### src/rtl/pwm_csr_bank_if.sv
// Register-bus bundle between the AXI4-Lite slave decoder and the PWM CSR bank.
// Word-addressed single-cycle write strobe plus registered read with valid.
interface pwm_csr_bank_if #(
   parameter int NUM_CHANNELS = 4
);
   localparam int ADDR_WIDTH = $clog2(3 + 3 * NUM_CHANNELS);

   logic                  write_en;
   logic [ADDR_WIDTH-1:0] write_addr;
   logic [31:0]           write_data;
   logic [3:0]            write_strb;
   logic                  read_en;
   logic [ADDR_WIDTH-1:0] read_addr;
   logic [31:0]           read_data;
   logic                  read_valid;

   modport master (
      output write_en, write_addr, write_data, write_strb,
      output read_en, read_addr,
      input  read_data, read_valid
   );

   modport slave (
      input  write_en, write_addr, write_data, write_strb,
      input  read_en, read_addr,
      output read_data, read_valid
   );
endinterface

### src/rtl/pwm_csr_bank.sv
// PWM control/status register bank: shadow registers committed to the core
// at each channel's period wrap, with duty saturation and sticky W1C wrap IRQs.
module pwm_csr_bank #(
   parameter int REG_WIDTH    = 16,
   parameter int NUM_CHANNELS = 4
) (
   input  logic                                   clk,
   input  logic                                   rst_n,
   pwm_csr_bank_if.slave                          bus,
   input  logic [NUM_CHANNELS-1:0]                ch_wrap,
   output logic [REG_WIDTH-1:0]                   prescale,
   output logic [NUM_CHANNELS-1:0][REG_WIDTH-1:0] period,
   output logic [NUM_CHANNELS-1:0][REG_WIDTH-1:0] duty,
   output logic [NUM_CHANNELS-1:0]                ch_enable,
   output logic [NUM_CHANNELS-1:0]                ch_polarity,
   output logic                                   irq
);
   localparam int NC = NUM_CHANNELS;
   localparam int AW = $clog2(3 + 3 * NC);

   typedef logic [REG_WIDTH-1:0] field_t;

   function automatic field_t merge(
      input field_t      old,
      input logic [31:0] d,
      input logic [3:0]  s
   );
      logic [31:0] r;
      r = 32'(old);
      for (int b = 0; b < 4; b++)
         if (s[b]) r[8*b +: 8] = d[8*b +: 8];
      return r[REG_WIDTH-1:0];
   endfunction

   logic          ctrl_en;
   field_t        pre_sh;
   field_t        per_sh [NC];
   field_t        dut_sh [NC];
   logic [2:0]    cfg_sh [NC];
   logic [NC-1:0] act_en;
   logic [NC-1:0] act_ie;
   logic [NC-1:0] pending;
   logic [NC-1:0] pend_nxt;
   logic [NC-1:0] commit;
   logic [NC-1:0] status;
   logic [NC-1:0] w1c;
   logic [NC-1:0] cfg_we;
   logic [NC-1:0] per_we;
   logic [NC-1:0] dut_we;
   logic          ctrl_we;
   logic          pre_we;
   logic          irq_we;
   logic          upd;
   logic          pre_load;
   logic [31:0]   rmux;

   always_comb begin
      ctrl_we = bus.write_en && bus.write_addr == AW'(0)
                && bus.write_strb[0];
      pre_we  = bus.write_en && bus.write_addr == AW'(1);
      irq_we  = bus.write_en && bus.write_addr == AW'(2);
      upd     = ctrl_we && bus.write_data[1];
      for (int i = 0; i < NC; i++) begin
         cfg_we[i] = bus.write_en && bus.write_strb[0]
                     && bus.write_addr == AW'(3 + 3 * i);
         per_we[i] = bus.write_en
                     && bus.write_addr == AW'(4 + 3 * i);
         dut_we[i] = bus.write_en
                     && bus.write_addr == AW'(5 + 3 * i);
         w1c[i]    = irq_we && bus.write_data[i]
                     && bus.write_strb[i/8];
      end
   end

   // An idle channel (or a globally disabled bank) has no cycle to protect
   assign ch_enable = act_en & {NC{ctrl_en}};
   assign commit    = pending & (ch_wrap | ~ch_enable);
   assign pend_nxt  = upd ? '1 : (pending & ~commit);
   assign pre_load  = (|pending) && (pend_nxt == '0);

   always_ff @(posedge clk or negedge rst_n) begin
      if (!rst_n) begin
         ctrl_en <= 1'b0;
         pre_sh  <= '0;
         for (int i = 0; i < NC; i++) begin
            per_sh[i] <= '0;
            dut_sh[i] <= '0;
            cfg_sh[i] <= '0;
         end
      end else begin
         if (ctrl_we) ctrl_en <= bus.write_data[0];
         if (pre_we)
            pre_sh <= merge(pre_sh, bus.write_data, bus.write_strb);
         for (int i = 0; i < NC; i++) begin
            if (cfg_we[i]) cfg_sh[i] <= bus.write_data[2:0];
            if (per_we[i])
               per_sh[i] <= merge(per_sh[i], bus.write_data,
                                  bus.write_strb);
            if (dut_we[i])
               dut_sh[i] <= merge(dut_sh[i], bus.write_data,
                                  bus.write_strb);
         end
      end
   end

   always_ff @(posedge clk or negedge rst_n) begin
      if (!rst_n) begin
         pending     <= '0;
         prescale    <= '0;
         period      <= '0;
         duty        <= '0;
         act_en      <= '0;
         act_ie      <= '0;
         ch_polarity <= '0;
      end else begin
         pending <= pend_nxt;
         if (pre_load) prescale <= pre_sh;
         for (int i = 0; i < NC; i++) begin
            if (commit[i]) begin
               period[i]      <= per_sh[i];
               duty[i]        <= (dut_sh[i] > per_sh[i]) ?
                                 per_sh[i] : dut_sh[i];
               act_en[i]      <= cfg_sh[i][0];
               ch_polarity[i] <= cfg_sh[i][1];
               act_ie[i]      <= cfg_sh[i][2];
            end
         end
      end
   end

   // A wrap in the same cycle as its W1C keeps the bit set
   always_ff @(posedge clk or negedge rst_n) begin
      if (!rst_n) begin
         status <= '0;
         irq    <= 1'b0;
      end else begin
         status <= (status & ~w1c) | (ch_wrap & act_ie);
         irq    <= |status;
      end
   end

   always_comb begin
      rmux = '0;
      if (bus.read_addr == AW'(0)) rmux[0] = ctrl_en;
      if (bus.read_addr == AW'(1)) rmux = 32'(pre_sh);
      if (bus.read_addr == AW'(2)) begin
         rmux[NC-1:0]  = status;
         rmux[16 +: NC] = pending;
      end
      for (int i = 0; i < NC; i++) begin
         if (bus.read_addr == AW'(3 + 3 * i))
            rmux = 32'(cfg_sh[i]);
         if (bus.read_addr == AW'(4 + 3 * i))
            rmux = 32'(per_sh[i]);
         if (bus.read_addr == AW'(5 + 3 * i))
            rmux = 32'(dut_sh[i]);
      end
   end

   always_ff @(posedge clk or negedge rst_n) begin
      if (!rst_n) begin
         bus.read_data  <= '0;
         bus.read_valid <= 1'b0;
      end else begin
         bus.read_valid <= bus.read_en;
         if (bus.read_en) bus.read_data <= rmux;
      end
   end
endmodule

### src/flat_wrapper.sv
// flat-port wrapper written by rule: the top's interface ports become plain ports
module pwm_csr_bank_flat 
#(
   parameter int REG_WIDTH    = 16,
   parameter int NUM_CHANNELS = 4
)
  (clk, rst_n, ch_wrap, prescale, period, duty, ch_enable, ch_polarity, irq, bus_write_en, bus_write_addr, bus_write_data, bus_write_strb, bus_read_en, bus_read_addr, bus_read_data, bus_read_valid);
  pwm_csr_bank_if #(.NUM_CHANNELS(NUM_CHANNELS)) bus_i ();
  input  logic clk;
  input  logic rst_n;
  input  logic [NUM_CHANNELS-1:0] ch_wrap;
  output logic [REG_WIDTH-1:0] prescale;
  output logic [NUM_CHANNELS-1:0][REG_WIDTH-1:0] period;
  output logic [NUM_CHANNELS-1:0][REG_WIDTH-1:0] duty;
  output logic [NUM_CHANNELS-1:0] ch_enable;
  output logic [NUM_CHANNELS-1:0] ch_polarity;
  output logic irq;
  input wire logic [$bits(bus_i.write_en)-1:0] bus_write_en;
  input wire logic [$bits(bus_i.write_addr)-1:0] bus_write_addr;
  input wire logic [$bits(bus_i.write_data)-1:0] bus_write_data;
  input wire logic [$bits(bus_i.write_strb)-1:0] bus_write_strb;
  input wire logic [$bits(bus_i.read_en)-1:0] bus_read_en;
  input wire logic [$bits(bus_i.read_addr)-1:0] bus_read_addr;
  output wire logic [$bits(bus_i.read_data)-1:0] bus_read_data;
  output wire logic [$bits(bus_i.read_valid)-1:0] bus_read_valid;
  assign bus_i.write_en = bus_write_en;
  assign bus_i.write_addr = bus_write_addr;
  assign bus_i.write_data = bus_write_data;
  assign bus_i.write_strb = bus_write_strb;
  assign bus_i.read_en = bus_read_en;
  assign bus_i.read_addr = bus_read_addr;
  assign bus_read_data = bus_i.read_data;
  assign bus_read_valid = bus_i.read_valid;
  pwm_csr_bank #(.REG_WIDTH(REG_WIDTH), .NUM_CHANNELS(NUM_CHANNELS)) u_core (.clk(clk), .rst_n(rst_n), .bus(bus_i), .ch_wrap(ch_wrap), .prescale(prescale), .period(period), .duty(duty), .ch_enable(ch_enable), .ch_polarity(ch_polarity), .irq(irq));
endmodule
### config.mk
export PLATFORM = sky130hd
export DESIGN_NAME = pwm_csr_bank_flat
export DESIGN_NICKNAME = d
export VERILOG_FILES = /design/src/rtl/pwm_csr_bank_if.sv /design/src/rtl/pwm_csr_bank.sv /design/src/flat_wrapper.sv
export SDC_FILE = /design/constraint.sdc
export NUM_CORES = 1
export LEC_CHECK = 0
export BUFFER_PORTS_ARGS = -buffer_cell sky130_fd_sc_hd__buf_2
export CAP_MARGIN = 25
export CORE_MARGIN = 1.5
export CORE_UTILIZATION = 45
export DETAILED_ROUTE_END_ITERATION = 6
export PLACE_DENSITY_LB_ADDON = 0.12
export SETUP_SLACK_MARGIN = 0.1
export SLEW_MARGIN = 5
export SYNTH_ARGS = -nofsm -noshare
export SYNTH_HDL_FRONTEND = slang
export SYNTH_SLANG_ARGS = --single-unit
### constraint.sdc
create_clock -name clk -period 2 [get_ports clk]
set_input_delay 0.1 -clock clk [delete_from_list [all_inputs] [get_ports clk]]
set_output_delay 0.1 -clock clk [all_outputs]
set_load 0.005 [all_outputs]
==> run metrics, run 1 <==
CP peak stage delay 0.63 ns; DRC 0; DIE HEIGHT 201.2 microns; global-route wire length before repair 99.05 mm; Yosys cell types 67; cts bufs inserted 40; Clk pwr share 0.298; Die Wd a little over 200 microns; kind of start point of the critical path flop; Initial DRC Count 1397; CP cell instances ha_4 -> buf_6 -> nand4_1 -> or4_4 -> buf_12 -> and3_1 -> o31ai_1 -> nand3_1; post-synthesis sequential area ratio 0.4857; Peak Freq roughly 450 MHz; P_int 16.68 mW; largest net degree at the start of global routing 66; Routed wire per std cell between 20 and 25 microns; final worst slack -0.2005 ns; type of the worst min-delay path input port to flop; WP data required 2.43 ns; clk buf depth 3; leakage 12.02 nW; Final #Nets approximately 2400; Net Sw Frac 0.3299; Final Critical Period 2.201 ns; PD cells approximately 980 mW/mm^2; Routability Congestion 0.9715; failing checks setup timing; CTS sink cnt 343; CTS H-tree lvls 2; FF+latch count, synth around 340; FF/Latch Area roughly 0.0086 sq mm; Global Route Usage Sum 0.3192; vias in the first global route about 16000; CP Capture Type flop; share of cells above drive strength 1 0.4282; Root Buffer Master clkbuf_16; IO buf count 207; IO Count 238; final instance area 0.02529 sq mm; Max FO, Critical Path 7; syn_area_per_cell 9.978 sq um; Max-Cap Viols 0; CP max-delay cell or4_4; unrepaired setup endpoints after global routing true; worst vdd ir 0.6034 mV; drt via density 5.928; Synth async-reset ratio 1.000; total number of vias 16760; Psw 8.210 mW; fin crit share 1.100; cell taking the most area after synthesis dfrtp_1; Post-synth EDFFs 0; placed cell areas 0.02138 sq mm; Most used DFF post-synth dfrtp_1; status complete, but fails checks; DP HPWL between 40 and 50 mm; fillers 3081; Initial Util 0.4562; Tightest Pin Transition between 0.8 and 0.9 ns; CP Class flop to flop; Worst Path Arrival 2.63 ns; Final Hold Vio Count 0; Fin Clk Skew between 0.015 and 0.02 ns; die area roughly 0.04 sq mm; Synth top area share 0.4857; router iterations before antenna repair 5; grt total ovfl 0; register share of total power 0.368; clock-pin slew on the worst setup and hold paths 0.06 ns; CTS tree yes; synth top area cells dfrtp_1 49%, mux2_2 8.3%, nand2_1 6.2%; overall routed net length between 60 and 70 mm; Synth Instances 1771; multi-input logic area 0.009579 sq mm; core area 0.03874 sq mm; Setup-failing EPs final 50; Slew HR 0.4491; Synth warnings 0; antenna viol nets, final 0; synthesized cell area 0.01767 sq mm; Slew Limit Fails 0; Rows 72; initial antenna violation count 5; Comb pwr share 0.334; area grow syn2layout 43.10%; hold_ws 0.06062 ns; clock latency on the worst-skew pair approximately 0.57 ns
[Yosys cell counts, drive strengths merged, types with 30 or more instances]
cell	n
mux2	140
nor2	50
dfrtp	343
nand4	30
ha	64
nand2	294
o21ai	114
clkbuf	104
a21oi	33
and3	32
a2bb2oi	49
buf	48
inv	76
nand3	80
or4	35
a22oi	46
[worst max-delay path: cells and delay by family (launching register included)]
| family | cells | cell delay, ns |
|---|---|---|
| flops | 1 | 0.41 |
| fa+ha+maj | 1 | 0.30 |
| compound gates | 1 | 0.07 |
| simple gates | 4 | 1.03 |
| buf+inv | 2 | 0.25 |
[per-layer routing]
metal	wire, microns	track usage	vias to the layer above
li1	-	-	7477
met1	28380	0.4417	8408
met2	31520	0.5106	714
met3	4276	0.03968	158
met4	2797	0.1278	2
met5	13	0	-
[cell type report]
cell class | instances | share of cell area
multi-input combinational | 1212 | 0.3788
sequential | 343 | 0.3395
timing repair buffer | 600 | 0.1920
clock buffer | 63 | 0.04859
tap | 518 | 0.02563
inverter | 76 | 0.01128
clock inverter | 11 | 0.003761
antenna | 4 | 0.0003958
[power groups by stage]
stage          Sequential (mW)  Clock [mW]  Combinational, mW
5_1_grt                   9.27        7.78               8.87
4_1_cts                   9.09        7.52               7.39
6_report                  9.15        7.43               8.31
3_5_place_dp              9.16           0               6.40
2_1_floorplan             9.05           0               2.93
3_3_place_gp              9.14           0               6.29
[path summary, 6_finish.rpt]
path	start	endpoint	slack, ns	depth (start not counted)
max	u_core.dut_sh[35]$_DFFE_PN0P_	u_core.duty[27]$_DFFE_PN0P_	-0.20	8
min	bus_read_addr[3]	u_core.bus.read_data[15]$_DFFE_PN0P_	0.06	3
max reg2reg	u_core.dut_sh[35]$_DFFE_PN0P_	u_core.duty[27]$_DFFE_PN0P_	-0.20	8
min reg2reg	u_core.ch_polarity[3]$_DFFE_PN0P_	u_core.ch_polarity[3]$_DFFE_PN0P_	0.47	2
max in group asynchronous	rst_n	u_core.per_sh[57]$_DFFE_PN0P_	1.22	3
min in group asynchronous	rst_n	u_core.dut_sh[53]$_DFFE_PN0P_	0.09	2
[kinds of logic (layout without fill, tap and decap cells)]
| kind of cell | count (synthesis) | count (layout) | share of synthesized area |
|---|---|---|---|
| flops | 343 | 343 | 0.4857 |
| compound gates | 406 | 407 | 0.1640 |
| buf+inv | 228 | 750 | 0.05318 |
| mux | 143 | 143 | 0.09233 |
| simple gates | 586 | 586 | 0.1592 |
| fa+ha+maj | 64 | 64 | 0.04532 |
| other cells | 1 | 16 | 0.0002122 |
[sequential cells by signal, indices dropped and copies added (netlist names)]
register,cells
u_core.duty,64
u_core.prescale,16
u_core.status,4
u_core.per_sh,64
u_core.dut_sh,64
u_core.period,64
u_core.irq,1
u_core.bus.read_data,20
u_core.bus.read_valid,1
u_core.pre_sh,16
u_core.ch_polarity,4
u_core.act_ie,4
u_core.pending,4
u_core.act_en,4
u_core.ctrl_en,1
u_core.cfg_sh,12
[cell usage in the layout (no fill, tap or decap), types with 11 or more instances in the layout]
cell type,count
buf_6,25
and3_4,15
mux2_2,130
a22o_1,19
a2bb2oi_1,48
or4_1,11
buf_2,206
inv_2,32
and3_1,17
clkbuf_8,12
or3_1,17
a21oi_1,25
ha_4,33
conb_1,12
o22ai_1,12
a41oi_1,12
nand4_1,30
nand2_1,293
clkbuf_16,50
buf_12,31
inv_1,44
dlygate4sd3_1,22
nor2_1,46
buf_4,298
ha_1,30
nand3_2,27
dfrtp_1,342
a311o_1,17
o2bb2ai_1,12
or4_4,24
o21ai_0,105
a22oi_1,45
nand3_1,51
[timing repair]
item | 4_1_cts | 5_1_grt
gates resized for setup | 86 | 159
buffers inserted | 36 | 31
pin swaps | 60 | 106
hold buffers | 22 | 0
endpoints found under the setup margin | 64 | 80
endpoints found under the hold margin | 398 | 0
cloned | 14 | 10
[stage by stage]
stage | cells | utilization | total power, mW | TNS, ns | worst slack [ns]
floorplan | 1782 | - | 11.98 | -0.2019 | -0.02010
global placement | 2637 | 0.5512 | 15.43 | -12.27 | -0.4168
detailed placement | 2640 | 0.5518 | 15.57 | -13.36 | -0.5524
CTS | 2786 | 0.6211 | 24.00 | -5.193 | -0.1904
global route | 2827 | 0.6528 | 25.92 | -10.05 | -0.3023
finish | 2827 | 0.6528 | 24.89 | -5.580 | -0.2005
(Power assumes the default switching activity.)
==> inputs of run 2 (changes only) <==
--- a/config.mk
+++ b/config.mk
@@ -10,7 +10,7 @@
 export CORE_MARGIN = 1.5
 export CORE_UTILIZATION = 45
 export DETAILED_ROUTE_END_ITERATION = 6
-export PLACE_DENSITY_LB_ADDON = 0.12
+export PLACE_DENSITY = 0.67
 export SETUP_SLACK_MARGIN = 0.1
 export SLEW_MARGIN = 5
 export SYNTH_ARGS = -nofsm -noshare
==> run 2 against run 1 <==
The run ends with DRC, setup timing left. Clock power increased by 6.2%. Via count up 1.0%. Design area fell by 0.15%. First-iteration DRC count grew 10%. Sequential power is essentially flat. Largest cell class unchanged. Highest routed layer unchanged. Flip-flop and latch count unchanged. Clock skew fell by 0.0033 ns.
==> run metrics, run 2 (synthesis results as in run 1) <==
CTS H-tree lvls 2; antenna viol nets, final 0; unrepaired setup endpoints after global routing true; share of cells above drive strength 1 0.4286; Fin Clk Skew 0.01488 ns; total number of vias 16930; Slew Limit Fails 0; die area 0.04047 sq mm; type of the worst min-delay path input port to async pin; Psw 8.200 mW; worst vdd ir about 0.62 mV; Comb pwr share 0.326; P_int 17.11 mW; cts bufs inserted 38; clock-pin slew on the worst setup and hold paths 0.07 ns; Clk pwr share 0.312; Max-Cap Viols 0; WP data required 2.49 ns; core area 0.03874 sq mm; CP Capture Type flop; PD cells 1002 mW/mm^2; overall routed net length 66.70 mm; DIE HEIGHT approximately 200 microns; Slew HR 0.3715; Rows 72; Initial DRC Count 1539; fillers approximately 3000; most frequent cells in the layout 341 x dfrtp_1, 292 x nand2_1, 274 x buf_4, 206 x buf_2, 124 x mux2_2; CTS tree yes; clock latency on the worst-skew pair around 0.56 ns; failing checks DRC, setup timing; Net Sw Frac 0.3241; commonest non-fill, non-tap cell in the layout dfrtp_1; drt via density 6.070; largest net degree at the start of global routing 89; Final Critical Period 2.322 ns; Peak Freq approximately 430 MHz; IO Count between 200 and 250; Routed wire per std cell 23.92 microns; Tightest Pin Transition between 0.9 and 1 ns; leakage ~12 nW; clk buf depth 3; DP HPWL approximately 44 mm; Final #Nets 2357; DRC 8; grt total ovfl 0; Initial Util 0.4562; Final Hold Vio Count 0; Routability Congestion 0.9447; Worst Path Arrival 2.81 ns; router iterations before antenna repair 7; placed cell areas 0.02130 sq mm; Root Buffer Master clkbuf_16; global-route wire length before repair 98.34 mm; Global Route Usage Sum 0.3137; Die Wd 201.2 microns; vias in the first global route 16530; IO buf count 207; fin crit share 1.161; final instance area roughly 0.025 sq mm; final worst slack -0.3221 ns; area grow syn2layout 42.89%; kind of start point of the critical path flop; hold_ws roughly 0.04 ns; Setup-failing EPs final 49; DP Worst Slack -0.2863 ns; register share of total power 0.363; CTS sink cnt between 300 and 400; Max FO, Critical Path 8; initial antenna violation count 3; status complete, but fails checks; CP Class flop to flop
[run 2: cell count changes in the layout (fill, tap and decap cells not counted), moves of 10 or more]
cell and change:
mux2_4 +16, a22oi_2 +16, mux2_1 -10, buf_4 -24, a22oi_1 -16
[run 2: routing by layer]
metal / vias up / global-route usage / routed length (microns) / share of wire
li1: 7383 / - / - / -
met5: - / 0 / 8 / 0.00012
met1: 8427 / 0.4235 / 26400 / 0.40
met4: 2 / 0.1461 / 3283 / 0.049
met3: 207 / 0.05053 / 5595 / 0.084
met2: 909 / 0.4959 / 31410 / 0.47
[run 2: worst max-delay path: stages, from the launching register on]
cell and delay [ns]:
dfrtp_1 0.39, ha_1 0.32, nor2b_1 0.14, o211ai_1 0.34, a2111oi_4 0.16, buf_4 0.18, buf_12 0.13, or4_4 0.48
nand3_1 0.10
[run 2: final timing paths]
path	to	slack, ns	from	depth (start not counted)
max	u_core.duty[54]$_DFFE_PN0P_	-0.32	u_core.dut_sh[1]$_DFFE_PN0P_	8
min reg2reg	u_core.period[43]$_DFFE_PN0P_	0.47	u_core.period[43]$_DFFE_PN0P_	2
max in group asynchronous	u_core.period[55]$_DFFE_PN0P_	1.13	rst_n	3
min in group clk	u_core.bus.read_data[6]$_DFFE_PN0P_	0.04	bus_read_addr[3]	3
min	u_core.period[13]$_DFFE_PN0P_	0.04	rst_n	2
max reg2reg	u_core.duty[54]$_DFFE_PN0P_	-0.32	u_core.dut_sh[1]$_DFFE_PN0P_	8
[run 2: per-stage QoR]
step                instances  utilization  TNS (ns)  power, mW
floorplan                1782            -   -0.2019      11.98
global placement         2632       0.5495    -4.255      15.29
finish                   2789       0.6518    -8.708      25.31
detailed placement       2633       0.5497    -7.195      15.49
CTS                      2759       0.6185    -4.263      24.54
global route             2788       0.6517    -12.63      26.29
[run 2: power by group through the flow]
| stage | Sequential (mW) | Clock, mW | Combinational [mW] |
|---|---|---|---|
| after floorplan | 9.05 | 0 | 2.93 |
| after global placement | 9.12 | 0 | 6.18 |
| after detailed placement | 9.17 | 0 | 6.33 |
| after CTS | 9.10 | 7.93 | 7.50 |
| after global routing | 9.30 | 8.24 | 8.75 |
| final | 9.18 | 7.89 | 8.24 |
[run 2: layout make-up]
cell class / instances / area, sq um / share of cell area
timing repair buffer: 570 / 4632 / 0.1834
inverter: 76 / 285.3 / 0.01130
multi-input combinational: 1212 / 9702 / 0.3842
clock inverter: 15 / 259.0 / 0.01026
clock buffer: 54 / 1135 / 0.04495
antenna: 1 / 2.502 / 0.00009911
tap: 518 / 648.1 / 0.02567
sequential: 343 / 8586 / 0.3400
[run 2: timing repair]
| item | 4_1_cts | 5_1_grt |
|---|---|---|
| hold endpoints to repair | 359 | 0 |
| gates cloned | 14 | 10 |
| buffers inserted | 22 | 21 |
| pin swaps | 59 | 108 |
| resized for setup | 98 | 170 |
| setup endpoints to repair | 64 | 81 |
| hold buffers | 21 | 0 |
